**src/rtl/ucsbece154a_lsu.sv**
```systemverilog
// ucsbece154a_lsu: byte/half/word load-store unit; sub-word stores as read-modify-write.
// Define UCSBECE154A_LSU_MISALIGN_TRAP_EN to trap misaligned accesses instead of coercing them.
module ucsbece154a_lsu (
  input  logic        clk,
  input  logic        reset,
  input  logic        req_i,
  input  logic        we_i,
  input  logic [2:0]  funct3_i,
  input  logic [31:0] addr_i,
  input  logic [31:0] wdata_i,
  output logic        ready_o,
  output logic        done_o,
  output logic [31:0] rdata_o,
  output logic        misaligned_o,
  output logic        mem_we_o,
  output logic [31:0] mem_a_o,
  output logic [31:0] mem_wd_o,
  input  logic [31:0] mem_rd_i
);
  typedef enum logic [2:0] {IDLE, ACCESS, WRITE, RESP, FAULT} state_t;
  state_t state, state_n;
  logic        we_q;
  logic [2:0]  f3_q;
  logic [31:0] addr_q, wdata_q, merge_q, addr_c, ld, merge;
  logic [7:0]  lb;
  logic [15:0] lh;
  logic [4:0]  sh;
  logic        accept, byte_i, half_i, go_fault;
  assign accept = req_i && ready_o;
  assign byte_i = funct3_i[1:0] == 2'b00;
  assign half_i = funct3_i[1:0] == 2'b01;
`ifdef UCSBECE154A_LSU_MISALIGN_TRAP_EN
  assign go_fault = half_i ? addr_i[0] : !byte_i && addr_i[1:0] != 2'b00;
  assign addr_c = addr_i;
  assign misaligned_o = state == FAULT;
`else
  assign go_fault = 1'b0;
  assign addr_c = {addr_i[31:2], addr_i[1] & (byte_i | half_i), addr_i[0] & byte_i};
  assign misaligned_o = 1'b0;
`endif
  always_comb begin
    state_n = IDLE;
    case (state)
      IDLE:    state_n = !accept ? IDLE : go_fault ? FAULT : ACCESS;
      ACCESS:  state_n = we_q && !f3_q[1] ? WRITE : RESP;
      WRITE:   state_n = RESP;
      default: state_n = IDLE;
    endcase
  end
  assign ready_o  = state == IDLE;
  assign done_o   = state == RESP || state == FAULT;
  assign mem_we_o = state == WRITE || (state == ACCESS && we_q && f3_q[1]);
  assign mem_a_o  = {addr_q[31:2], 2'b00};
  assign mem_wd_o = state == WRITE ? merge_q : wdata_q;
  // lane extraction and sign/zero extension for loads
  assign sh = {addr_q[1:0], 3'b000};
  assign lb = addr_q[1] ? (addr_q[0] ? mem_rd_i[31:24] : mem_rd_i[23:16])
                        : (addr_q[0] ? mem_rd_i[15:8] : mem_rd_i[7:0]);
  assign lh = addr_q[1] ? mem_rd_i[31:16] : mem_rd_i[15:0];
  assign ld = f3_q[1] ? mem_rd_i
            : f3_q[0] ? {{16{!f3_q[2] & lh[15]}}, lh}
            : {{24{!f3_q[2] & lb[7]}}, lb};
  assign merge = f3_q[0] ? (addr_q[1] ? {wdata_q[15:0], mem_rd_i[15:0]} : {mem_rd_i[31:16], wdata_q[15:0]})
               : (mem_rd_i & ~(32'hFF << sh)) | ({24'b0, wdata_q[7:0]} << sh);
  always_ff @(posedge clk or posedge reset) begin
    if (reset) begin
      state   <= IDLE;
      we_q    <= 1'b0;
      f3_q    <= 3'b0;
      addr_q  <= 32'b0;
      wdata_q <= 32'b0;
      merge_q <= 32'b0;
      rdata_o <= 32'b0;
    end else begin
      state <= state_n;
      if (accept) begin
        we_q    <= we_i;
        f3_q    <= funct3_i;
        addr_q  <= addr_c;
        wdata_q <= wdata_i;
      end
      if (state == ACCESS && !we_q) rdata_o <= ld;
      if (state == ACCESS) merge_q <= merge;
    end
  end
endmodule

```
**config.mk**
```make
export PLATFORM = sky130hd
export DESIGN_NAME = ucsbece154a_lsu
export DESIGN_NICKNAME = d
export VERILOG_FILES = /design/src/rtl/ucsbece154a_lsu.sv
export SDC_FILE = /design/constraint.sdc
export NUM_CORES = 1
export LEC_CHECK = 0
export ABC_AREA = 1
export BUFFER_PORTS_ARGS = -buffer_cell sky130_fd_sc_hd__buf_2
export CAP_MARGIN = 40
export CORE_MARGIN = 3
export CORE_UTILIZATION = 25
export DETAILED_ROUTE_END_ITERATION = 6
export SLEW_MARGIN = 20
export SYNTH_ARGS = -nofsm -noshare
export SYNTH_HDL_FRONTEND = slang
export SYNTH_SLANG_ARGS = --single-unit
```
**constraint.sdc**
```tcl
create_clock -name clk -period 4.9 [get_ports clk]
set_input_delay 0.49 -clock clk [delete_from_list [all_inputs] [get_ports clk]]
set_output_delay 0.49 -clock clk [all_outputs]
set_load 0.02 [all_outputs]
```
# Word level (Yosys, flattened, before mapping)
# Index checks and enable logic that the tools add are counted.
[totals]
register_bits = 135
latch_bits = 0
mem_bits_rw = 0
mem_bits_ro = 0
in_bits = 103
out_inout_bits = 100
word_cells = 46
n_memories = 0
[op_classes]
addsub = 0
multipliers = 0
n_div = 0
magnitude_cmp = 0
eq_ne = 5
n_shift = 2
muxes = 12
n_bitwise = 8
reduce_logical = 12
[ops]
columns = ["op", "n"]
rows = [
  ["2-to-1 mux 32 bit", 5],
  ["AND 32 bit", 1],
  ["inverter 32 bit", 1],
  ["OR 32 bit", 1],
  ["left shift 8 x 5 -> 32 bit", 1],
  ["left shift 8 x 5 -> 32 bit (first input constant)", 1],
  ["2-to-1 mux 8 bit", 3],
  ["2-to-1 mux 16 bit", 1],
  ["== test 3 x 2 -> 1 bit (second input constant)", 2],
  ["case mux 2 bit (3 select lines)", 1],
  ["logical AND 1 bit", 5],
  ["AND 1 bit", 4],
  ["== test 3 x 1 -> 1 bit (second input constant)", 1],
  ["== test 3 bit (second input constant)", 1],
  ["zero test 1 bit", 3],
  ["zero test 3 bit", 1],
  ["== test 2 x 1 -> 1 bit (second input constant)", 1],
  ["zero test 2 bit", 1],
  ["logical OR 1 bit", 2],
  ["2-to-1 mux 1 bit", 2],
  ["OR 1 bit", 1],
]

# Longest topological paths before layout
[depth]
depth_word = 5
depth_mapped = 9
depth_no_buf = 9

# Worst setup path before layout
# No wires, ideal clock.
[synth_path]
kind = "register to output"
from = "register state[1]"
to = "output mem_we_o"
t_arrival_ns = 1.506
required_ns = 4.410
setup_slack_ns = 2.904
path_stages_with_launch = 7
n_path_buf = 2
cell_sequence = "dfrtp_1 > inv_1 > ha_1 > clkbuf_1 > buf_2 > nand2_1 > o21ai_0"
[synth_between]
elab_chain_len = 4
word_cells_on_any_way = 5
cone_classes = "eq/ne: 2; reduce/logical: 3"
[synth_lines]
columns = ["element", "line_no", "rtl"]
rows = [
  ["start, declared", "21", "state_t state, state_n;"],
  ["start signal, assigned", "75", "state <= state_n;"],
  ["== test 3 x 1 -> 1 bit", "52", "assign mem_we_o = state == WRITE || (state == ACCESS && we_q && f3_q[1]);"],
  ["logical AND 1 bit (2 in a row)", "52", ""],
  ["logical OR 1 bit (*)", "52", ""],
  ["end, declared", "15", "output logic mem_we_o,"],
]
# Mark *: on every way between the ends. The rest lies on a longest branch, timed or not.

# Worst setup path after layout
[layout_path]
from = "register state[0]"
to = "output mem_wd_o[18]"
[layout_between]
elab_chain_len = 2
[layout_lines]
columns = ["element", "line_no", "rtl"]
rows = [
  ["== test 3 x 2 -> 1 bit", "54", "assign mem_wd_o = state == WRITE ? merge_q : wdata_q;"],
  ["2-to-1 mux 32 bit", "54", ""],
  ["end, declared", "17", "output logic [31:0] mem_wd_o,"],
]
# Every way passes these cells.

==> report_table.html <==
<table>
<tr><th>Metric</th><th>Value</th></tr>
<tr><th colspan="2">Status</th></tr>
<tr><td>Outcome</td><td>finished clean</td></tr>
<tr><th colspan="2">Detailed routing</th></tr>
<tr><td>Count of TritonRoute iterations in the first routing pass</td><td>6</td></tr>
<tr><td>Total wire length after detailed routing</td><td>24.3 mm</td></tr>
<tr><td>Starting DRT DRC Count</td><td>around 550</td></tr>
<tr><td>Sum of met3 wire segment lengths after detailed routing</td><td>1.80 mm</td></tr>
<tr><td>Number of vias in the routed layout</td><td>6853</td></tr>
<tr><td>Routed wl met2</td><td>11.3 mm</td></tr>
<tr><td>Wire length on met1</td><td>around 11 mm</td></tr>
<tr><td>Total DRC errors in the routed layout</td><td>0</td></tr>
<tr><td>Number of nets with antenna violations after detailed routing</td><td>0</td></tr>
<tr><td>Top sig layer</td><td>met4</td></tr>
<tr><td>Drt wl/cell</td><td>between 15 and 20 um</td></tr>
<tr><td>Drt via density</td><td>4.62</td></tr>
<tr><th colspan="2">Final layout</th></tr>
<tr><td>Fraction of final layout cells with drive strength greater than 1</td><td>0.228</td></tr>
<tr><td>Final non-filler cell total</td><td>1484</td></tr>
<tr><td>Area growth, synth to finish</td><td>23.6%</td></tr>
<tr><td>Antenna cell count</td><td>0</td></tr>
<tr><td># nets final</td><td>1206</td></tr>
<tr><th colspan="2">Logic synthesis</th></tr>
<tr><td>Leading post-synthesis cells by instance count</td><td>365 x sky130_fd_sc_hd__nand2_1, 134 x sky130_fd_sc_hd__dfrtp_1, 106 x sky130_fd_sc_hd__a21oi_1</td></tr>
<tr><td>Dominant cell by count in the synthesized netlist</td><td>sky130_fd_sc_hd__nand2_1</td></tr>
<tr><td>Syn_area_per_cell</td><td>between 7 and 8 sq um</td></tr>
<tr><td>Number of synthesized register bits</td><td>134</td></tr>
<tr><td>Sequential-to-total area share from yosys stat</td><td>0.474</td></tr>
<tr><td>Primary FF master, synth</td><td>sky130_fd_sc_hd__dfrtp_1</td></tr>
<tr><td>Top cell type's share of synthesized area</td><td>0.474</td></tr>
<tr><td>Cell area after synthesis</td><td>0.00707 sq mm</td></tr>
<tr><td>Synth unique cells</td><td>22</td></tr>
<tr><td>Ys async rst share</td><td>1.00</td></tr>
<tr><td>Synthesized instance count</td><td>961</td></tr>
<tr><td>Cell type with the highest aggregate area in the netlist</td><td>sky130_fd_sc_hd__dfrtp_1</td></tr>
<tr><td>Leading cell types by total area after synthesis</td><td>sky130_fd_sc_hd__dfrtp_1 47%, sky130_fd_sc_hd__nand2_1 19%, sky130_fd_sc_hd__a21oi_1 7.5%, sky130_fd_sc_hd__o21ai_0 5.5%, sky130_fd_sc_hd__buf_4 3.5%</td></tr>
<tr><td>Number of warning messages in the yosys log</td><td>0</td></tr>
<tr><td>EDFF count, synth</td><td>0</td></tr>
<tr><th colspan="2">STA</th></tr>
<tr><td>Number of slew-limit violations in the final report</td><td>0</td></tr>
<tr><td>Final Cycle Share</td><td>0.607</td></tr>
<tr><td># setup viols final</td><td>0</td></tr>
<tr><td>Number of hold-slack violations in the final timing report</td><td>0</td></tr>
<tr><td>Worst slack on hold paths</td><td>0.162 ns</td></tr>
<tr><td>Largest clock skew in the final design</td><td>0.0187 ns</td></tr>
<tr><td>Post-route minimum period</td><td>2.98 ns</td></tr>
<tr><td>Worst Slack Setup Final</td><td>1.92 ns</td></tr>
<tr><td>Slew at the pin closest to its max-slew limit</td><td>0.849 ns</td></tr>
<tr><td>Max Fclk</td><td>336 MHz</td></tr>
<tr><td>Setup TNS</td><td>0 ns</td></tr>
<tr><td>Relative slew slack</td><td>0.432</td></tr>
<tr><td>Setup repair after global routing missed its margin</td><td>false</td></tr>
<tr><th colspan="2">Floorplanning</th></tr>
<tr><td>Die ar.</td><td>0.0303 sq mm</td></tr>
<tr><td>DIE WIDTH</td><td>around 170 um</td></tr>
<tr><td>Std-Cell Rows</td><td>60</td></tr>
<tr><td>Core footprint</td><td>0.0274 sq mm</td></tr>
<tr><td>Initial cell density of the core</td><td>0.258</td></tr>
<tr><td>Io pins</td><td>approximately 200</td></tr>
<tr><td>Die outline height</td><td>between 150 and 200 um</td></tr>
<tr><th colspan="2">Power and ir drop</th></tr>
<tr><td>Switching share of power</td><td>0.477</td></tr>
<tr><td>Internal power consumption</td><td>3.51 mW</td></tr>
<tr><td>Power per standard cell area</td><td>between 700 and 800 mW/mm^2</td></tr>
<tr><td>Combinational share of power</td><td>0.510</td></tr>
<tr><td>Peak ir drop on the vdd network</td><td>0.294 mV</td></tr>
<tr><td>Pleak</td><td>roughly 4.4 nW</td></tr>
<tr><td>Sequential fraction of design power</td><td>0.291</td></tr>
<tr><td>Part of the power in the clock network</td><td>0.199</td></tr>
<tr><td>Net switching power of the design</td><td>3.20 mW</td></tr>
<tr><th colspan="2">CTS</th></tr>
<tr><td>Number of resized instances in the post-cts repair step</td><td>0</td></tr>
<tr><td>Cts-stage hold buffer count</td><td>0</td></tr>
<tr><td>Latest clock arrival within the worst-skew pair</td><td>0.42 ns</td></tr>
<tr><td>Clock tree root driver cell</td><td>sky130_fd_sc_hd__clkbuf_16</td></tr>
<tr><td>Number of H-tree branching levels</td><td>4</td></tr>
<tr><td>Buffers from clock root to sink, at most</td><td>2</td></tr>
<tr><td>Clock-pin slew reported for the worst setup and hold paths after clock tree synthesis</td><td>approximately 0.06 ns</td></tr>
<tr><td>CTS Buf Count</td><td>17</td></tr>
<tr><td>TritonCTS clock tree</td><td>done</td></tr>
<tr><td>Number of clock sinks</td><td>134</td></tr>
<tr><td>Post-CTS Setup Repair Bufs</td><td>0</td></tr>
<tr><th colspan="2">Worst setup path</th></tr>
<tr><td>Required @ worst endpoint</td><td>4.41 ns</td></tr>
<tr><td>CP Class</td><td>register to output pin</td></tr>
<tr><td>Crit path launch type</td><td>register</td></tr>
<tr><td>CP Capture Type</td><td>output pin</td></tr>
<tr><td>Top fanout value on the critical path</td><td>49</td></tr>
<tr><td>Data arrival time of the worst path</td><td>2.49 ns</td></tr>
<tr><th colspan="2">Placement</th></tr>
<tr><td>Final Wtd Congestion</td><td>roughly 0.83</td></tr>
<tr><td>IO Port Bufs</td><td>199</td></tr>
<tr><td>Sum of net half-perimeters after detailed placement</td><td>17.5 mm</td></tr>
<tr><td>Post-Place Setup Slack</td><td>2.31 ns</td></tr>
<tr><td>Placed Instances</td><td>1452</td></tr>
<tr><th colspan="2">Global routing</th></tr>
<tr><td>Global-route wire length before repair</td><td>38.0 mm</td></tr>
<tr><td>Antenna violations before repair</td><td>0</td></tr>
<tr><td>Number of global-route vias before repair</td><td>6620</td></tr>
<tr><td>Overall Global Routing Usage</td><td>0.159</td></tr>
<tr><td>Overflow after GRT</td><td>0</td></tr>
<tr><td>Largest net degree at the start of global routing</td><td>69</td></tr>
<tr><th colspan="2">Min path</th></tr>
<tr><td>Path category of the worst min-delay check</td><td>primary input to asynchronous set/reset pin</td></tr>
<tr><th colspan="2">Flow run</th></tr>
<tr><td>Maximum capacitance violations</td><td>0</td></tr>
</table>
[per-stage QoR]
stage               power [mW]  instance area [sq um]   util
floorplan                 4.45                   7080      -
global placement          5.35                   8110  0.296
detailed placement        5.40                   8130  0.297
CTS                       6.76                   8740  0.319
global route              7.25                   8740  0.319
finish                    6.71                   8740  0.319
[power by group through the flow]
stage               sequential [mW]  combinational (mW)  clock (mW)
finish                         1.95                3.42        1.34
global route                   2.02                3.82        1.41
CTS                            1.95                3.45        1.37
detailed placement             1.96                3.44           0
global placement               1.96                3.38           0
floorplan                      2.06                2.39           0
[cell type report]
type	instances	area, sq um
inverters	51	194
fillers	2959	18700
flip-flops and latches	134	3350
multi-input cells	685	3020
well taps	372	465
repair buffers	210	1090
clock buffers	19	453
clock inverters	13	154
[kinds of logic after synthesis]
| kind of cell | share of synthesized area |
|---|---|
| compound gates | 0.176 |
| flops | 0.474 |
| fa+ha+maj | 0.00708 |
| simple gates | 0.242 |
| other cells | 0.000531 |
| buf+inv | 0.0991 |
[layer usage]
layer / GRT usage / vias up
met2: 0.259 / 263
li1: - / 3343
met5: 0 / -
met3: 0.0378 / 23
met1: 0.213 / 3224
met4: 0.0359 / 0
[path summary, 6_finish.rpt]
check                      depth (start not counted)       start           end  slack [ns]
setup / recovery                                   7    state[0]  mem_wd_o[18]        1.92
hold / removal                                     2       reset    addr_q[18]        0.16
setup reg to reg                                   9    state[1]    rdata_o[0]        2.30
hold reg to reg                                    2  addr_q[27]    addr_q[27]        0.47
max in group asynchronous                          3       reset   merge_q[12]        3.69
min in group clk                                   3   addr_i[6]     addr_q[6]        0.27
[critical path, stage by stage, from the launching register on]
cell and delay [ns]:
sky130_fd_sc_hd__dfrtp_1 0.40, sky130_fd_sc_hd__inv_1 0.09, sky130_fd_sc_hd__ha_1 0.14, sky130_fd_sc_hd__buf_4 0.39, sky130_fd_sc_hd__clkinv_1 0.61, sky130_fd_sc_hd__nand2_1 0.20
sky130_fd_sc_hd__nand2_1 0.08, sky130_fd_sc_hd__buf_2 0.16
[state kept, by name, summed over array words and instances, names as in the netlist]
| signal | flops |
|---|---|
| state | 2 |
| rdata_o | 32 |
| addr_q | 32 |
| merge_q | 32 |
| f3_q | 3 |
| we_q | 1 |
| wdata_q | 32 |
[layout by cell type, fill, tap and decap left out, types with 2 or more instances in the layout]
cell                        Yosys  routed
sky130_fd_sc_hd__bufinv_16      0       3
sky130_fd_sc_hd__a21oi_1      106     106
sky130_fd_sc_hd__o21ai_0       78      78
sky130_fd_sc_hd__nand3_1       14      14
sky130_fd_sc_hd__clkinv_2       0       6
sky130_fd_sc_hd__dfrtp_1      134     133
sky130_fd_sc_hd__o211ai_1      24      24
sky130_fd_sc_hd__nand2_1      365     364
sky130_fd_sc_hd__inv_2          2       3
sky130_fd_sc_hd__clkbuf_8       0       2
sky130_fd_sc_hd__inv_1         48      46
sky130_fd_sc_hd__buf_2         17     199
sky130_fd_sc_hd__conb_1         1       3
sky130_fd_sc_hd__buf_4         33      10
sky130_fd_sc_hd__clkbuf_16      0      17
sky130_fd_sc_hd__nand2_2        3       4
sky130_fd_sc_hd__clkinv_4       0       2
sky130_fd_sc_hd__a31oi_1       22      22
sky130_fd_sc_hd__nor2_1        63      63
sky130_fd_sc_hd__ha_1           4       4
Power figures use the tool's default switching activity.
